[config.mk]
export PLATFORM = sky130hd
export DESIGN_NAME = lab1_sequencer
export DESIGN_NICKNAME = d
export VERILOG_FILES = /design/src/rtl/lab1_sequencer_pkg.sv /design/src/rtl/lab1_sequencer_golden.sv /design/src/rtl/lab1_sequencer.sv
export SDC_FILE = /design/constraint.sdc
export NUM_CORES = 1
export LEC_CHECK = 0
export ABC_AREA = 1
export CAP_MARGIN = 20
export CORE_MARGIN = 2
export CORE_UTILIZATION = 45
export DETAILED_ROUTE_END_ITERATION = 12
export PLACE_DENSITY_LB_ADDON = 0.12
export SYNTH_ARGS = -nofsm -noshare
export SYNTH_HDL_FRONTEND = slang
export SYNTH_SLANG_ARGS = --single-unit
[constraint.sdc]
create_clock -name CLK -period 1.71 [get_ports CLK]
set_input_delay 0.171 -clock CLK [delete_from_list [all_inputs] [get_ports CLK]]
set_output_delay 0.171 -clock CLK [all_outputs]
set_load 0.01 [all_outputs]
[src/rtl/lab1_sequencer_pkg.sv]
// Shared types and the golden function for the lab1 self-test sequencer.
// The golden function is NOT majority(A,B,C), the expected gate network output.
package lab1_sequencer_pkg;

  localparam int VEC_W = 3;
  localparam logic [VEC_W-1:0] VEC_LAST = 3'b111;

  typedef enum logic [1:0] {
    S_IDLE   = 2'd0,
    S_WAIT   = 2'd1,
    S_SAMPLE = 2'd2,
    S_DONE   = 2'd3
  } state_t;

  function automatic logic golden(
    input logic a,
    input logic b,
    input logic c
  );
    return ~((a & b) | (a & c) | (b & c));
  endfunction

endpackage

[src/rtl/lab1_sequencer_golden.sv]
// Combinational golden model of the lab1 network: D_EXP = NOT majority.
// Kept as a module so a scoreboard can instantiate the same reference.
module lab1_sequencer_golden
  import lab1_sequencer_pkg::*;
(
  input  logic A,
  input  logic B,
  input  logic C,
  output logic D_EXP
);

  assign D_EXP = golden(A, B, C);

endmodule

[src/rtl/lab1_sequencer.sv]
// Self-test sequencer: steps {A,B,C} through 000..111, samples D after a
// settle time, and reports pass/fail, error count and first failing vector.
module lab1_sequencer
  import lab1_sequencer_pkg::*;
#(
  parameter int SETTLE = 4
) (
  input  logic       CLK,
  input  logic       RESET,
  input  logic       START,
  input  logic       D,
  output logic       A,
  output logic       B,
  output logic       C,
  output logic       BUSY,
  output logic       DONE,
  output logic       PASS,
  output logic [3:0] ERR_COUNT,
  output logic [2:0] FAIL_VEC
);

  localparam logic [7:0] CNT_LAST = 8'(SETTLE - 1);

  state_t           r_state;
  logic [VEC_W-1:0] r_vec;
  logic [VEC_W-1:0] r_abc;
  logic [7:0]       r_cnt;
  logic [3:0]       r_err;
  logic [2:0]       r_fv;
  logic             r_busy;
  logic             r_done;
  logic             r_pass;

  logic       w_d_exp;
  logic       w_miss;
  logic [3:0] w_err_nxt;

  lab1_sequencer_golden u_golden (
    .A     (r_vec[2]),
    .B     (r_vec[1]),
    .C     (r_vec[0]),
    .D_EXP (w_d_exp)
  );

  assign w_miss    = (D != w_d_exp);
  assign w_err_nxt = r_err + {3'b000, w_miss};

  always_ff @(posedge CLK) begin
    if (RESET) begin
      r_state <= S_IDLE;
      r_vec   <= '0;
      r_abc   <= '0;
      r_cnt   <= '0;
      r_err   <= '0;
      r_fv    <= '0;
      r_busy  <= 1'b0;
      r_done  <= 1'b0;
      r_pass  <= 1'b0;
    end else begin
      unique case (r_state)
        // DONE restarts exactly like IDLE; results clear on the same edge
        S_IDLE, S_DONE: begin
          if (START) begin
            r_state <= S_WAIT;
            r_vec   <= '0;
            r_abc   <= '0;
            r_cnt   <= '0;
            r_err   <= '0;
            r_fv    <= '0;
            r_busy  <= 1'b1;
            r_done  <= 1'b0;
            r_pass  <= 1'b0;
          end
        end
        S_WAIT: begin
          if (r_cnt == CNT_LAST) begin
            r_state <= S_SAMPLE;
          end else begin
            r_cnt <= r_cnt + 8'd1;
          end
        end
        S_SAMPLE: begin
          r_err <= w_err_nxt;
          if (w_miss && r_err == 4'd0) begin
            r_fv <= r_vec;
          end
          if (r_vec == VEC_LAST) begin
            r_state <= S_DONE;
            r_abc   <= '0;
            r_busy  <= 1'b0;
            r_done  <= 1'b1;
            r_pass  <= (w_err_nxt == 4'd0);
          end else begin
            r_state <= S_WAIT;
            r_vec   <= r_vec + 3'd1;
            r_abc   <= r_vec + 3'd1;
            r_cnt   <= '0;
          end
        end
      endcase
    end
  end

  assign A         = r_abc[2];
  assign B         = r_abc[1];
  assign C         = r_abc[0];
  assign BUSY      = r_busy;
  assign DONE      = r_done;
  assign PASS      = r_pass;
  assign ERR_COUNT = r_err;
  assign FAIL_VEC  = r_fv;

endmodule

==> results of run 1 <==
where the power goes:
group          switching, mW  total, mW  internal (mW)
clock network          0.177      0.259         0.0825
logic                  0.395      0.722          0.328
registers             0.0410      0.711          0.670
Yosys cell counts, drive strengths merged:
master    n
xor2      1
xnor2     1
buf       2
nand3    18
clkbuf    1
ha        8
a2bb2oi   1
a31oi     1
nand4     3
nor3      1
dfxtp    26
and2      1
o21ai     5
nand2    58
o21a      1
nor2     32
a21oi    24
inv      28
worst paths after layout:
check	to	cells after the start
worst max-delay path	PASS	10
worst min-delay path	r_abc[0]	2
worst max register to register	PASS	10
worst min register to register	r_abc[0]	2
metal layers:
metal,global-route usage,up-vias,wire length (microns)
met4,0.0825,0,78
li1,-,742,-
met2,0.371,36,1930
met3,0.0260,8,109
met1,0.223,679,1420
met5,0,-,0
flip-flops by register name, indices dropped and copies added, names as in the netlist:
name / cells
FAIL_VEC: 3
PASS: 1
ERR_COUNT: 4
r_vec: 3
r_abc: 3
BUSY: 1
r_state: 2
r_cnt: 8
DONE: 1
worst register-to-register path: cells and delay by family (launching register included):
family | cells | cell delay [ps]
adder cells (fa/ha/maj) | 3 | 460
XOR/XNOR | 1 | 160
AO/OA/AOI/OAI | 1 | 130
flip-flops | 1 | 390
AND/OR/NAND/NOR | 4 | 430
buffers and inverters | 1 | 40
what timing repair did:
action,in CTS,in global routing
buffers inserted,1,3
pin swaps,0,12
endpoints found under the setup margin,4,15
cloned,0,1
gates resized for setup,2,23
hold endpoints to repair,0,0
cell type report:
class | count | area [sq um] | area share
well taps | 44 | 55.1 | 0.0284
clock buffers | 3 | 22.5 | 0.0116
multi-input cells | 155 | 902 | 0.466
inverters | 28 | 108 | 0.0556
repair buffers | 33 | 325 | 0.168
flip-flops and latches | 26 | 524 | 0.271
cells by family (layout without fill, tap and decap cells):
family	count (synthesis)	in the layout	share of synthesized area
xor gates and xnor gates	2	2	0.0123
DFF	26	26	0.367
and+or+nand+nor	113	113	0.335
adders and majority gates	8	8	0.0705
AOI/OAI and AO/OA	32	32	0.129
buffers and inverters	31	64	0.0872
metrics by stage:
| step | TNS (ps) | setup slack (ps) |
|---|---|---|
| finish | 0 | 46.4 |
| global route | -112 | -52.2 |
| CTS | -22.0 | -22.0 |
| global placement | -228 | -148 |
| floorplan | 0 | 0.0180 |
| detailed placement | -338 | -205 |
==> impl_metrics.toml, run 1 <==
[critical_path]
slowest_delay_ps = 390
cp-end-kind = "flop"
crit_start = "r_vec[0]"
cp_common_cell = "ha_4"
worstPathMaxFanout = 2
cp_slowest_cell = "dfxtp_2"
worstPathRequired_ps = 1980
worstPathArrival_ps = 1930
path_cells = "ha_4, inv_1, nand3_1, nand2_1, and2_4, ha_4, ha_4, xnor2_2, nand3_1, a21oi_2"
ff2ff_setup_slack_ps = 50
cpLargestDelayFamily = "adder cells"
critPathLaunchType = "flop"
rr_startpoint = "r_vec[0]"
critical_path.n_buffers_inverters = 1
critPathKind = "reg2reg"

[timing]
rsz0062_at_grt = "yes"
worst_pin_slew_ps = 349
slew_viol_final = 0
post-route-min-period_ps = 1660
relSlewSlack = 0.765
fmaxAchievable_mhz = 601
hold_viol = 0
period_share = 0.973
whs_ps = 480
setup_viol = 0
clock_skew_ps = 5.61

[clock_network]
htree_levels = 1
cts_hold_repair.buffers = 0
path_clk_slew_ps = 140
cts_tree = "built"
clk_latency_ps = 320
cts_max_path_buffers = 2
cts_buffers = 3
clkSinkCount = 26
root_buffer = "clkbuf_4"

[floorplanning]
row_count = 20
dieHeight_microns = 60.2
die-area_sq_um = 3620
start_util = 0.469
coreArea_sq_um = 3030
die-width_microns = 60.2
io-pin-count = 17

[hold_path]
worstHoldStart = "r_abc[0]"
holdCritPathClass = "reg2reg"

[placement]
gp_congestion = 0.896
portBuffers = 16
dp_hpwl_microns = 2450
placed_area_sq_um = 1710
dp_cells = 281

[cells_and_area]
final_cell_mix = "nand2_1 (53), nor2_1 (30), inv_1 (26)"
layout.cells.non_filler = 289
post-route-util = 0.640
area_delta_synth_final_pct = 36.4
final_layout_size_suffix_gt1_frac = 0.192
fill_cells = 278
final_common_cell = "nand2_1"
nets = 259
design_area_sq_um = 1940
antenna_cells = 0

[routing]
wl_per_cell_microns = 12.3
drc = 0
finalWirelength_microns = 3540
antenna_left = 0
viasPerCell = 5.07
vias = 1465
drt_iter0_markers = 100
first_pass_iters = 4

[logic_synthesis]
yosys.area.top_type = "dfxtp_1"
yosys_warnings = 0
postSynthCellCount = 212
yosysSeqAreaShare = 0.367
yosysUniqueCellTypes = 25
syn-cell-area_sq_um = 1420
syn_avg_cell_area_sq_um = 6.70
synth_top_area_frac = 0.367
ys_ff_latch = 26
synth_nets = 224
ys_top_cells_by_area = "dfxtp_1 (37%), nand2_1 (15%), nor2_1 (8.5%)"

[pwr]
p_leak_nw = 0.802
finalPower_mw = 1.69
ir_drop_v = 0.000540
power.density_nw_per_um2 = 874

[global_route]
grtUsageTotal = 0.199
gr-total-overflow = 0
antenna_found_initial = 0
grt_pass1_vias = 1295
grt_max_degree = 14
grt_pass1_wl_microns = 5410

[run]
max_cap_violations = 0

[outcome]
status = "finished, final reports clean"
(Power assumes the default switching activity.)
==> run 2, diff against run 1 <==
- TNS_END_PERCENT: default -> 100
==> results of run 2 <==
Same layout as run 1: the final DEF is identical, and so are final timing and power.
==> run 3, diff against run 2 <==
- SLEW_MARGIN: default -> 40
==> results of run 3 <==
Same layout as run 1: the final DEF is identical, and so are final timing and power.
